File: src/rtl/sync_fifo_flags.sv
// Single-clock FIFO with occupancy count, almost-full/empty thresholds and sticky error flags.
// Define SYNC_FIFO_FWFT_EN to get first-word-fall-through reads; the default is a registered 1-cycle read.
module sync_fifo_flags #(
  parameter int WIDTH    = 8,
  parameter int DEPTH    = 16,
  parameter int AF_LEVEL = 12,
  parameter int AE_LEVEL = 4
) (
  input  logic                   clk,
  input  logic                   rst,
  input  logic                   wen,
  input  logic [WIDTH-1:0]       wdata,
  input  logic                   ren,
  input  logic                   clr_err,
  output logic [WIDTH-1:0]       rdata,
  output logic                   rvalid,
  output logic                   full,
  output logic                   empty,
  output logic                   almost_full,
  output logic                   almost_empty,
  output logic [$clog2(DEPTH):0] count,
  output logic                   overflow,
  output logic                   underflow
);

  localparam int AW = $clog2(DEPTH);
  localparam int CW = AW + 1;
  localparam logic [CW-1:0] PTR_ONE = CW'(1);
  localparam logic [CW-1:0] DEPTH_C = CW'(DEPTH);
  localparam logic [CW-1:0] AF_C    = CW'(AF_LEVEL);
  localparam logic [CW-1:0] AE_C    = CW'(AE_LEVEL);

  logic [WIDTH-1:0] mem_q [DEPTH];

  logic [CW-1:0] wr_ptr_q, wr_ptr_d;
  logic [CW-1:0] rd_ptr_q, rd_ptr_d;
  logic [CW-1:0] count_q, count_d;
  logic          full_q, full_d;
  logic          empty_q, empty_d;
  logic          afull_q, afull_d;
  logic          aempty_q, aempty_d;
  logic          ovf_q, ovf_d;
  logic          udf_q, udf_d;
  logic          wr_acc, rd_acc;
  logic [AW-1:0] rd_addr;

  // Acceptance is judged on pre-edge flags, so a same-cycle pop never makes room for a push.
  assign wr_acc  = wen && !full_q;
  assign rd_acc  = ren && !empty_q;
  assign rd_addr = rd_ptr_q[AW-1:0];

  always_comb begin
    wr_ptr_d = wr_ptr_q;
    rd_ptr_d = rd_ptr_q;
    if (wr_acc) wr_ptr_d = wr_ptr_q + PTR_ONE;
    if (rd_acc) rd_ptr_d = rd_ptr_q + PTR_ONE;
    // Wrap bits make the modular difference span 0..DEPTH exactly.
    count_d  = wr_ptr_d - rd_ptr_d;
    full_d   = (count_d == DEPTH_C);
    empty_d  = (count_d == '0);
    afull_d  = (count_d >= AF_C);
    aempty_d = (count_d <= AE_C);

    ovf_d = ovf_q;
    udf_d = udf_q;
    if (clr_err) begin
      ovf_d = 1'b0;
      udf_d = 1'b0;
    end
    if (wen && full_q)  ovf_d = 1'b1;
    if (ren && empty_q) udf_d = 1'b1;
  end

  always_ff @(posedge clk or posedge rst) begin
    if (rst) begin
      wr_ptr_q <= '0;
      rd_ptr_q <= '0;
      count_q  <= '0;
      full_q   <= 1'b0;
      empty_q  <= 1'b1;
      afull_q  <= 1'b0;
      aempty_q <= 1'b1;
      ovf_q    <= 1'b0;
      udf_q    <= 1'b0;
    end else begin
      wr_ptr_q <= wr_ptr_d;
      rd_ptr_q <= rd_ptr_d;
      count_q  <= count_d;
      full_q   <= full_d;
      empty_q  <= empty_d;
      afull_q  <= afull_d;
      aempty_q <= aempty_d;
      ovf_q    <= ovf_d;
      udf_q    <= udf_d;
    end
  end

  // Storage is deliberately left out of reset so it maps onto block RAM.
  always_ff @(posedge clk) begin
    if (wr_acc) mem_q[wr_ptr_q[AW-1:0]] <= wdata;
  end

`ifdef SYNC_FIFO_FWFT_EN
  assign rdata  = mem_q[rd_addr];
  assign rvalid = !empty_q;
`else
  logic [WIDTH-1:0] rdata_q;
  logic             rvalid_q;

  always_ff @(posedge clk or posedge rst) begin
    if (rst) begin
      rdata_q  <= '0;
      rvalid_q <= 1'b0;
    end else begin
      rvalid_q <= rd_acc;
      if (rd_acc) rdata_q <= mem_q[rd_addr];
    end
  end

  assign rdata  = rdata_q;
  assign rvalid = rvalid_q;
`endif

  assign count        = count_q;
  assign full         = full_q;
  assign empty        = empty_q;
  assign almost_full  = afull_q;
  assign almost_empty = aempty_q;
  assign overflow     = ovf_q;
  assign underflow    = udf_q;

endmodule

File: config.mk
export PLATFORM = sky130hd
export DESIGN_NAME = sync_fifo_flags
export DESIGN_NICKNAME = d
export VERILOG_FILES = /design/src/rtl/sync_fifo_flags.sv
export SDC_FILE = /design/constraint.sdc
export NUM_CORES = 1
export LEC_CHECK = 0
export ABC_AREA = 1
export ABC_CLOCK_PERIOD_IN_PS = 4350
export CORE_MARGIN = 2
export CORE_UTILIZATION = 45
export DETAILED_ROUTE_END_ITERATION = 8
export PLACE_DENSITY = 0.63
export SETUP_SLACK_MARGIN = 0.2
export SLEW_MARGIN = 10
export SYNTH_ARGS = -nofsm -noshare
export SYNTH_HDL_FRONTEND = slang
export SYNTH_SLANG_ARGS = --single-unit
File: constraint.sdc
create_clock -name clk -period 4.35 [get_ports clk]
set_input_delay 1.0875 -clock clk [delete_from_list [all_inputs] [get_ports clk]]
set_output_delay 1.0875 -clock clk [all_outputs]
set_load 0.02 [all_outputs]
==> metrics.txt <==
outcome=finished, final reports clean; clock tree sinks=158; Cell Rows=43; Final min period=3150 ps; # port buffers=32; Clock Path Buffers=2; Critical Path RT=4700 ps; Worst Setup EP=empty; Yosys top cell by area=edfxtp_1; Max-slew headroom=0.202; DRC=0; Fin Hold WS=525 ps; clock latency on the worst-skew pair=420 ps; largest net degree at the start of global routing=66; Post-DRT Antenna Nets=0; cell-internal power=3.58 mW; Via density=5.18; Fin Clk Skew=6.74 ps; sequential share of power=0.369; DIE HEIGHT=124 microns; Starting Density=0.466; Cells after Synth=570; Worst R2R End=empty; setup slack, reg-to-reg=1530 ps; Worst VDD drop=0.000372 V; CP max FO=19; pwr/cell area=730 mW/mm^2; Async S/R FF share, synth=0.190; layout cell share with drive strength beyond 1=0.0777; clock share of power=0.289; Die ar.=0.0155 sq mm; first-pass GRT wire length=22.4 mm; All-Layer GR Usage=0.191; leak pwr=2.87 nW; Worst path slowest cell=clkdlybuf4s50_1; post-synth top area share=0.590; family with the most delay on the worst path=buffers and inverters; Detailed Place HPWL=8.75 mm; Synth Register Bits=158; post-CTS setup buffers=0; Hold Path Depth=2; number of flops mapped to enable cells by yosys=128; CTS tree=yes; TNS Setup=0 ps; die width=124 microns; root cell of the clock tree=clkbuf_16; CTS-repair resized insts=0; Layout area overhead=17.2%; startpoint types=input port; TritonCTS buffer count=17; CTS HTree Levels=4; sequential share of the synthesized area=0.706; clock slew at reported path FFs=60 ps; hold crit path type=reg -> reg; initial antenna violation count=0; Slew Viols, Final=0; CP max stage delay=500 ps; worst slew pin tran=1200 ps; drt pass-1 iters=5; number of max-cap violations=0; max frequency=318 MHz; Finish-stage setup viols=0; net switching power=1.99 mW; Synth Warn #=0; Syn Nets=593; GPL Wtd Cong=0.801; fin crit share=0.724; crit path cell chain=clkdlybuf4s50_1, inv_1, nor2_4, buf_4, nand4_1, xor2_1, inv_1, ha_1, nand2_1, nand2_1, a31oi_1, inv_1, nand3_1, nand2_1, nor2_1; via count=4137; Critical path origin=ren; post-synthesis cell area=0.00651 sq mm; RSZ-0062 raised after global routing=false; Nets=628; 1st-iter DRT viols=390; Core Box Area=0.0140 sq mm; Net Sw Frac=0.357; Unique masters post-synth=28; R2R depth=11; total chip power=5.57 mW; Synth area leaders=edfxtp_1 59%, dfrtp_1 11%, nor2_1 5.8%, nand2_1 5.5%, nand3_1 4.7%; DRT Wirelength=13.9 mm; total grt overflow=0; Top FF cell, synth=edfxtp_1; Design Area, Final=0.00763 sq mm; worst path bufs/invs=5; number of diodes=0; final hold violations=0; Crit Path Class=in -> reg; r2r startpoint=rd_ptr_q[1]; combinational share of power=0.343; number of global-route vias before repair=4151; critical path depth in cells=15; # hold bufs at CTS=0; drt wl/cell=17.4 microns; crit path DAT=3500 ps; IO Count=33; area post-placement=0.00699 sq mm; Crit. End Element=flip-flop; syn avg cell area=11.4 sq um
logic make-up (layout without fill, tap and decap cells):
kind of cell | Yosys count | count (layout) | share of synthesized area
AO/OA/AOI/OAI | 73 | 73 | 0.0568
XOR/XNOR | 8 | 8 | 0.0108
adder cells (fa/ha/maj) | 10 | 10 | 0.0204
buffers and inverters | 56 | 104 | 0.0382
flip-flops | 158 | 158 | 0.706
AND/OR/NAND/NOR | 265 | 265 | 0.168
stage by stage:
step                setup slack [ps]   util  std cells
floorplan                       1730      -        570
global placement                 869  0.499        766
detailed placement               796  0.499        766
CTS                             1220  0.546        798
global route                     984  0.546        798
finish                          1200  0.546        798
cell type report:
type	instances	area, sq um
fillers	1183	6350
clock buffers	21	460
flip-flops and latches	158	4600
inverters	34	128
well taps	180	225
clock inverters	11	188
repair buffers	38	365
multi-input cells	356	1670
Yosys cell counts (all sizes together) (2+ instances only):
cell type / n
a21oi: 17
buf: 16
clkbuf: 6
dfrtp: 28
dfstp: 2
edfxtp: 128
ha: 9
inv: 33
nand2: 97
nand3: 61
nand4: 2
nor2: 103
nor3: 2
o21ai: 53
xor2: 7
tightest hold or removal path: cells and delay by family, from the launching register on:
kind / cells / cell delay, ps
AOI/OAI and AO/OA: 1 / 60
DFF: 1 / 370
and+or+nand+nor: 1 / 60
flip-flops by register name, indices dropped and copies added, names as in the netlist:
register      flops
almost_full       1
rdata             8
rvalid            1
overflow          1
full              1
mem_q           128
rd_ptr_q          5
almost_empty      1
count             5
wr_ptr_q          5
empty             1
underflow         1
how the worst min path moves through the flow:
stage	startpoint	slack, ps	to
finish	full	530	overflow
global placement	overflow	510	overflow
CTS	overflow	530	overflow
floorplan	wr_ptr_q[4]	560	wr_ptr_q[4]
detailed placement	full	520	overflow
global route	rdata[0]	590	rdata[0]
power groups by stage:
| stage | Sequential, mW | Combinational [mW] | Clock [mW] |
|---|---|---|---|
| after global placement | 2.08 | 1.88 | 0 |
| after CTS | 2.06 | 1.93 | 1.62 |
| after detailed placement | 2.09 | 1.92 | 0 |
| after floorplan | 2.09 | 1.32 | 0 |
| final | 2.06 | 1.91 | 1.61 |
| after global routing | 2.09 | 2.16 | 1.70 |
cells in the final DEF (no fill, tap or decap), drive strengths merged:
master / n
edfxtp: 128
nor2: 103
nand2: 97
nand3: 61
o21ai: 53
inv: 34
clkdlybuf4s50: 32
dfrtp: 28
clkbuf: 21
a21oi: 17
ha: 9
xor2: 7
buf: 6
clkinv: 6
bufinv: 5
nand4: 2
nor3: 2
dfstp: 2
o21bai: 1
a31oi: 1
xnor2: 1
o22ai: 1
fa: 1
metal layers:
| metal | routed length, microns | GRT usage | share of wire |
|---|---|---|---|
| met4 | 279 | 0.0846 | 0.020 |
| met3 | 587 | 0.0335 | 0.042 |
| met2 | 6710 | 0.307 | 0.48 |
| met1 | 6320 | 0.256 | 0.45 |
| met5 | 0 | 0 | 0 |
Note: power is estimated with default switching activity, not from simulation.
